### config.mk
export PLATFORM = sky130hd
export DESIGN_NAME = alu_arbiter
export DESIGN_NICKNAME = d
export VERILOG_FILES = /design/src/rtl/alu_arb_pkg.sv /design/src/rtl/alu_arbiter_alu.sv /design/src/rtl/alu_arbiter.sv
export SDC_FILE = /design/constraint.sdc
export NUM_CORES = 1
export LEC_CHECK = 0
export BUFFER_PORTS_ARGS = -buffer_cell sky130_fd_sc_hd__buf_2
export CORE_MARGIN = 8
export CORE_UTILIZATION = 50
export DETAILED_ROUTE_END_ITERATION = 12
export PLACE_DENSITY = 0.74
export SYNTH_ARGS = -nofsm -noshare
export SYNTH_HDL_FRONTEND = slang
export SYNTH_SLANG_ARGS = --single-unit
### constraint.sdc
create_clock -name clk -period 13.79 [get_ports clk]
set_input_delay 2.758 -clock clk [delete_from_list [all_inputs] [get_ports clk]]
set_output_delay 2.758 -clock clk [all_outputs]
set_load 0.02 [all_outputs]
### src/rtl/alu_arb_pkg.sv
// Shared types and constants for the two-requester ALU arbiter and its ALU.
package alu_arb_pkg;

   localparam int XLEN = 32;

   typedef logic [2:0] alu_ctrl_t;

   localparam alu_ctrl_t ALU_ADD = 3'b000;
   localparam alu_ctrl_t ALU_SUB = 3'b001;
   localparam alu_ctrl_t ALU_AND = 3'b010;
   localparam alu_ctrl_t ALU_OR  = 3'b011;
   localparam alu_ctrl_t ALU_SLT = 3'b101;

   typedef enum logic {
      REQ0 = 1'b0,
      REQ1 = 1'b1
   } req_idx_t;

   typedef struct packed {
      logic [XLEN-1:0] srca;
      logic [XLEN-1:0] srcb;
      alu_ctrl_t       ctrl;
      req_idx_t        owner;
   } stage_t;

endpackage

### src/rtl/alu_arbiter_alu.sv
// Purely combinational single-cycle ALU; SLT compares operands as signed values.
module alu
   import alu_arb_pkg::*;
(
   input  logic [XLEN-1:0] SrcA,
   input  logic [XLEN-1:0] SrcB,
   input  alu_ctrl_t       ALUControl,
   output logic [XLEN-1:0] ALUResult,
   output logic            Zero
);

   always_comb begin
      // NOTE: default assignment first so no path through the case leaves ALUResult unassigned (no latch).
      ALUResult = '0;
      case (ALUControl)
         ALU_ADD: ALUResult = SrcA + SrcB;
         ALU_SUB: ALUResult = SrcA - SrcB;
         ALU_AND: ALUResult = SrcA & SrcB;
         ALU_OR:  ALUResult = SrcA | SrcB;
         ALU_SLT: ALUResult = {{(XLEN-1){1'b0}}, ($signed(SrcA) < $signed(SrcB))};
         default: ALUResult = '0;
      endcase
   end

   assign Zero = (ALUResult == '0);

endmodule

### src/rtl/alu_arbiter.sv
// Round-robin arbiter sharing one ALU between two requesters: accept -> stage -> response register.
module alu_arbiter
   import alu_arb_pkg::*;
#(
   parameter int CNT_W = 16
) (
   input  logic             clk,
   input  logic             reset,
   input  logic             req0_valid,
   output logic             req0_ready,
   input  logic [XLEN-1:0]  req0_srca,
   input  logic [XLEN-1:0]  req0_srcb,
   input  alu_ctrl_t        req0_ctrl,
   input  logic             req1_valid,
   output logic             req1_ready,
   input  logic [XLEN-1:0]  req1_srca,
   input  logic [XLEN-1:0]  req1_srcb,
   input  alu_ctrl_t        req1_ctrl,
   output logic             rsp0_valid,
   input  logic             rsp0_ready,
   output logic [XLEN-1:0]  rsp0_result,
   output logic             rsp0_zero,
   output logic             rsp1_valid,
   input  logic             rsp1_ready,
   output logic [XLEN-1:0]  rsp1_result,
   output logic             rsp1_zero,
   output logic [CNT_W-1:0] op_count
);

   logic [1:0]      req_valid;
   logic [1:0]      rsp_ready;
   logic [XLEN-1:0] req_srca [2];
   logic [XLEN-1:0] req_srcb [2];
   alu_ctrl_t       req_ctrl [2];

   assign req_valid   = {req1_valid, req0_valid};
   assign rsp_ready   = {rsp1_ready, rsp0_ready};
   assign req_srca[0] = req0_srca;
   assign req_srca[1] = req1_srca;
   assign req_srcb[0] = req0_srcb;
   assign req_srcb[1] = req1_srcb;
   assign req_ctrl[0] = req0_ctrl;
   assign req_ctrl[1] = req1_ctrl;

   logic            stage_valid_q, stage_valid_d;
   stage_t          stage_q, stage_d;
   req_idx_t        rr_ptr_q, rr_ptr_d;
   logic [1:0]      rsp_valid_q, rsp_valid_d;
   logic [XLEN-1:0] rsp_result_q [2];
   logic [XLEN-1:0] rsp_result_d [2];
   logic [1:0]      rsp_zero_q, rsp_zero_d;
   logic [CNT_W-1:0] op_count_q, op_count_d;

   logic [1:0]      pend, elig, grant;
   req_idx_t        grant_idx;
   logic [XLEN-1:0] alu_result;
   logic            alu_zero;

   alu u_alu (
      .SrcA       (stage_q.srca),
      .SrcB       (stage_q.srcb),
      .ALUControl (stage_q.ctrl),
      .ALUResult  (alu_result),
      .Zero       (alu_zero)
   );

   // A requester with an op in the stage or an unconsumed result is not eligible again.
   always_comb begin
      for (int n = 0; n < 2; n++) begin
         pend[n] = (stage_valid_q && stage_q.owner == req_idx_t'(n))
                 || (rsp_valid_q[n] && !rsp_ready[n]);
         elig[n] = req_valid[n] && !pend[n];
      end
      grant = 2'b00;
      if (!reset) begin
         if (elig == 2'b11) grant = (rr_ptr_q == REQ0) ? 2'b01 : 2'b10;
         else               grant = elig;
      end
      grant_idx = grant[1] ? REQ1 : REQ0;
   end

   always_comb begin
      stage_valid_d = |grant;
      stage_d       = stage_q;
      rr_ptr_d      = rr_ptr_q;
      if (|grant) begin
         stage_d  = '{srca: req_srca[grant_idx], srcb: req_srcb[grant_idx],
                      ctrl: req_ctrl[grant_idx], owner: grant_idx};
         rr_ptr_d = (grant_idx == REQ0) ? REQ1 : REQ0;
      end
      // A load from the stage wins over a same-edge consume.
      for (int n = 0; n < 2; n++) begin
         rsp_valid_d[n]  = rsp_valid_q[n] && !rsp_ready[n];
         rsp_result_d[n] = rsp_result_q[n];
         rsp_zero_d[n]   = rsp_zero_q[n];
         if (stage_valid_q && stage_q.owner == req_idx_t'(n)) begin
            rsp_valid_d[n]  = 1'b1;
            rsp_result_d[n] = alu_result;
            rsp_zero_d[n]   = alu_zero;
         end
      end
      op_count_d = op_count_q + CNT_W'(stage_valid_q);
   end

   always_ff @(posedge clk) begin
      // NOTE: non-blocking assignments so every flop samples the pre-edge values.
      if (reset) begin
         stage_valid_q <= 1'b0;
         rr_ptr_q      <= REQ0;
         rsp_valid_q   <= '0;
         op_count_q    <= '0;
      end else begin
         stage_valid_q <= stage_valid_d;
         rr_ptr_q      <= rr_ptr_d;
         rsp_valid_q   <= rsp_valid_d;
         op_count_q    <= op_count_d;
      end
   end

   // NOTE: data registers are deliberately not reset; they are only observed when qualified by a valid.
   always_ff @(posedge clk) begin
      stage_q      <= stage_d;
      rsp_result_q <= rsp_result_d;
      rsp_zero_q   <= rsp_zero_d;
   end

   assign req0_ready  = grant[0];
   assign req1_ready  = grant[1];
   assign rsp0_valid  = rsp_valid_q[0];
   assign rsp1_valid  = rsp_valid_q[1];
   assign rsp0_result = rsp_result_q[0];
   assign rsp1_result = rsp_result_q[1];
   assign rsp0_zero   = rsp_zero_q[0];
   assign rsp1_zero   = rsp_zero_q[1];
   assign op_count    = op_count_q;

endmodule

Word level (Yosys, flattened, before mapping) --
Index checks and enable logic that the tools add are counted.
Word-level totals: register bits 154, bits in latches 0, RAM bits 0, bits in read-only memories 0, input bits 140, output and inout bits 86, logic and storage cells 58, memories kept 0
Cells by class: add/subtract/negate cells 3, multipliers 0, divide/modulo/power cells 0, order comparisons 2, eq/ne operators 5, shifts and indexed selects 0, multiplexer cells 17, bitwise logic cells 4, reduce and logical (&&, ||, !) cells 15
Operator list (number):
- 2-to-1 mux 32 bit | 6
- one-hot mux 32 bit (5 select lines) | 1
- adder 32 bit | 1
- bitwise AND 32 bit | 1
- logical NOT 32 bit | 1
- less-than comparator 32 bit | 1
- OR 32 bit | 1
- subtractor 32 bit | 1
- adder 16 x 1 -> 16 bit | 1
- 2-to-1 mux 3 bit | 3
- == test 3 x 2 -> 1 bit (second input constant) | 2
- logical AND 1 bit | 6
- 2-to-1 mux 2 bit | 3
- logical NOT 1 bit | 4
- 2-to-1 mux 1 bit | 4
- == test 3 x 1 -> 1 bit (second input constant) | 1
- == test 3 bit (second input constant) | 1
- logical NOT 3 bit | 1
- == test 2 bit (second input constant) | 1
- >= comparator 2 bit (second input constant) | 1
- logical OR 1 bit | 2
- NOT 1 -> 2 bit | 1
- OR reduction 2 bit | 1
- NOT 1 bit | 1

Longest topological paths before layout --
depth in word-level cells 13, depth in mapped cells 15

Hierarchy --
A second synthesis with hierarchy kept.
Unflattened totals: cells, all modules 1125, area total of the unflattened synthesis 11073.1 µm²
Modules (own cells, without submodules):
- alu_arbiter | instances 1, cells each 307, area each 5708.0 µm²
- alu | instances 1, cells each 818, area each 5365.1 µm²

Least setup slack after synthesis --
Ideal clock, no wire load.
path type input -> output, from input port rsp0_ready, to output port req1_ready, data arrival time 4.301 ns, data required time 11.032 ns, path slack 6.731 ns, stages on the path 7, buffers on the path 2, cell sequence inv_1 a21oi_1 nand2_1 nor2_1 nor3_1 clkbuf_1 buf_1
On the way: cells in the longest elaborated chain, start to end 8
RTL lines:
- from (decl) | line alu_arbiter.sv:20 | input logic rsp0_ready,
- logical NOT 1 bit | line alu_arbiter.sv:71 | || (rsp_valid_q[n] && !rsp_ready[n]);
- logical AND 1 bit | line alu_arbiter.sv:71
- logical OR 1 bit | line alu_arbiter.sv:71
- logical NOT 1 bit | line alu_arbiter.sv:72 | elig[n] = req_valid[n] && !pend[n];
- logical AND 1 bit | line alu_arbiter.sv:72
- == test 2 bit | line alu_arbiter.sv:76 | if (elig == 2'b11) grant = (rr_ptr_q == REQ0) ? 2'b01 : 2'b10;
- 2-to-1 mux 2 bit | line alu_arbiter.sv:76
- 2-to-1 mux 2 bit | line alu_arbiter.sv:75 | if (!reset) begin
- to (decl) | line alu_arbiter.sv:15 | output logic req1_ready,
No other way between the ends.

Worst setup path after layout --
Ends and elaborated chain as after synthesis.

==> impl_results.rst <==
.. list-table::
   :header-rows: 1

   * - Metric
     - Value
   * - Result of the run
     - complete, no violations
   * - Worst Setup End Kind
     - output pin
   * - Ant diodes
     - 0
   * - Nets
     - 1,570
   * - Final global-route overflow total
     - 0
   * - Ratio of routed vias to standard cells
     - 5.96
   * - Clock sinks
     - 154
   * - Maximum clock path buffer count
     - 2
   * - Number of register bits inferred by synthesis
     - 154
   * - Residual antenna-violating net count after detailed routing
     - 0
   * - Cell types with the largest area share after synthesis
     - edfxtp_1, ha_1, mux2_2
   * - Vias in the first global route
     - 9,396
   * - Count of warnings emitted by yosys
     - 0
   * - Number of detailed-routing iterations run before antenna repair
     - 5
   * - Number of buffers inserted by port buffering
     - 225
   * - RSZ-0062 raised after global routing
     - false
   * - Area share of the largest cell type after synthesis
     - 0.364
   * - Worst-path maximum fanout
     - 27
   * - Post-Synthesis Net Count
     - 1,376
   * - Final clock skew
     - 0.0115 ns
   * - Leakage
     - 0.00547 uW
   * - Pin count of the biggest net entering global routing
     - 69
   * - Endpoint arrival time on the critical path
     - 4.09 ns
   * - Global-route wire length before repair
     - 49,900 um
   * - # IOs
     - 226
   * - Measured slew at the worst slew-check pin
     - 1.05 ns
   * - Total power divided by cell area
     - 111 nW/um^2
   * - Clock H-tree levels
     - 4
   * - Share of cells above drive strength 1
     - 0.273
   * - Final setup violation count
     - 0
   * - Number of post-CTS setup repair buffers
     - 0
   * - Number of pins with negative max-slew slack in the final report
     - 0
   * - Synth area leader
     - edfxtp_1
   * - Routed wire per std cell
     - 19.9 um
   * - Iteration-0 DRC Markers
     - 862
   * - Fraction of registers with async set/reset
     - 0
   * - Starting Density
     - 0.508
   * - Mean post-synth cell area
     - 9.81 um^2
   * - Type of the setup path with the least slack
     - input port to output pin
   * - Number of enable-type register cells in the synthesized netlist
     - 134
   * - Gpl congestion
     - 0.961
   * - Final core utilization
     - 0.595
   * - Setup crit start
     - rsp0_ready
   * - Site Rows
     - 54
   * - Count of different cell masters after synthesis
     - 85
   * - Wirelength, routed
     - 32,200 um
   * - Fmax
     - 146 MHz
   * - Die area
     - 27,100 um^2
   * - Hold Path Class
     - flop to flop
   * - Synth Instances
     - 1,128
   * - Number of remaining DRC errors
     - 0
   * - CTS root buf
     - clkbuf_16
   * - Proportion of synthesized chip area in sequential cells
     - 0.400
   * - Die boundary height
     - 165 um
   * - Clock tree from TritonCTS
     - yes
   * - CTS buffer count
     - 17
   * - Max-cap violations
     - 0
   * - Post-Synthesis Cell Area
     - 11,100 um^2
   * - Area of the core
     - 21,800 um^2
   * - Clock-pin slew reported for the worst setup and hold paths after clock tree synthesis
     - 0.06 ns
   * - Max VDD drop
     - 0.0000902 V
   * - Reg2reg end
     - rsp_zero_q[1]$_DFFE_PP_
   * - Horizontal extent of the die
     - 165 um
   * - Hold buffers post-CTS
     - 0
   * - HPWL after detailed placement
     - 24,500 um
   * - Most frequently used flop master after synthesis
     - edfxtp_1
   * - Minimum clock period
     - 6.84 ns
   * - Syn-to-layout area delta
     - 17.1%
   * - Depth of the most critical reg-to-reg path
     - 13
   * - Post-route setup TNS
     - 0 ns
   * - Max_slew headroom
     - 0.302
   * - Initial antenna violation count
     - 0
   * - Detailed-route via count
     - 9,631
   * - Highest-count cells in the layout ignoring fill and taps
     - buf_2, edfxtp_1, ha_1, inv_1, nor2_1
   * - Final Hold Viols
     - 0
   * - Register-to-register path setup slack
     - 9.21 ns
   * - Ratio of final minimum period to clock period
     - 0.496
   * - Startpoint of the most critical register-to-register path
     - stage_q[4]$_DFFE_PP_
   * - Worst Setup Start Kind
     - input port
   * - Most frequent standard cell in the layout excluding fill and tap cells
     - buf_2
   * - GR Util All Layers
     - 0.233
   * - Data required time of the critical path
     - 11.03 ns
   * - Later-pin clock latency in the skew report
     - 0.43 ns
   * - Total of cells resized after clock tree synthesis
     - 0
   * - Last element of the critical path
     - req1_ready
final cells by class:
| class | instances | area [um^2] |
|---|---|---|
| Timing Repair Buffer | 234 | 1190 |
| Clock buffer | 17 | 425 |
| Tap cell | 280 | 350 |
| Multi-Input combinational cell | 817 | 6050 |
| Inverter | 98 | 368 |
| Clock inverter | 15 | 140 |
| Fill cell | 1929 | 8810 |
| Sequential cell | 154 | 4420 |
flip-flops by register name, indices dropped and copies added, names as in the netlist:
signal	cells
stage_q	68
rsp0_result	32
rsp1_result	32
op_count	16
rsp_valid_q	2
rsp_zero_q	2
rr_ptr_q	1
stage_valid_q	1
per-layer routing:
metal  vias to the layer above  wire (um)  GRT usage
met5                         -          0          0
met4                         0        340     0.0577
met3                        37       3480     0.0556
met2                       520      14000      0.349
met1                      4548      14300      0.332
li1                       4526          -          -
critical path, stage by stage:
cell and delay [ns]:
buf_2 0.09, inv_1 0.04, a21oi_1 0.10, nand2_1 0.24, nor2_1 0.08, nor3_2 0.12
buf_4 0.38, buf_2 0.24
through the flow:
stage	total power, uW	std cells	cell area (um^2)	hold slack [ns]	setup WS (ns)
after global routing	1510	1615	12900	0.531	6.79
after detailed placement	982	1583	12400	0.505	6.93
after CTS	1440	1615	12900	0.518	6.93
after floorplan	858	1128	11100	0.462	6.73
after global placement	975	1583	12400	0.485	6.96
final	1440	1615	12900	0.517	6.95
logic make-up (layout without fill, tap and decap cells):
kind of cell | Yosys count | count (layout) | synth area share
AOI/OAI and AO/OA | 307 | 307 | 0.186
xor gates and xnor gates | 37 | 37 | 0.0300
adders and majority gates | 108 | 108 | 0.124
buffers and inverters | 157 | 364 | 0.0554
DFF | 154 | 154 | 0.400
muxes | 75 | 75 | 0.0757
and+or+nand+nor | 290 | 290 | 0.130
Yosys cell counts (all sizes together) (8+ instances only):
library cell and count:
nand3 25, nand2b 9, xor2 14, inv 97, mux2 69, a211oi 20
a21oi 84, ha 106, edfxtp 134, nand2 65, dfxtp 20, nor2 86
a21o 8, o31ai 15, nand4 10, nor4 20, o22ai 17, o21a 10
xnor2 23, o211ai 14, clkbuf 42, o21ai 61, buf 17, nor2b 12
nor3 18
power by group:
group / switching, uW / internal (uW)
Clock: 209 / 252
Combinational: 262 / 152
Sequential: 17.0 / 551
Total: 488 / 954
how the worst min path moves through the flow:
stage / from / endpoint / slack, ns / cells past startpoint
detailed placement: op_count[15]$_SDFF_PP0_ / op_count[15]$_SDFF_PP0_ / 0.50 / 2
finish: op_count[10]$_SDFF_PP0_ / op_count[10]$_SDFF_PP0_ / 0.52 / 2
CTS: op_count[10]$_SDFF_PP0_ / op_count[10]$_SDFF_PP0_ / 0.52 / 2
global placement: op_count[10]$_SDFF_PP0_ / op_count[10]$_SDFF_PP0_ / 0.48 / 2
floorplan: rr_ptr_q$_SDFFE_PP0P_ / rr_ptr_q$_SDFFE_PP0P_ / 0.46 / 1
global route: rr_ptr_q$_SDFFE_PP0P_ / rr_ptr_q$_SDFFE_PP0P_ / 0.53 / 1
No activity file was read; power rests on OpenSTA's default activity.
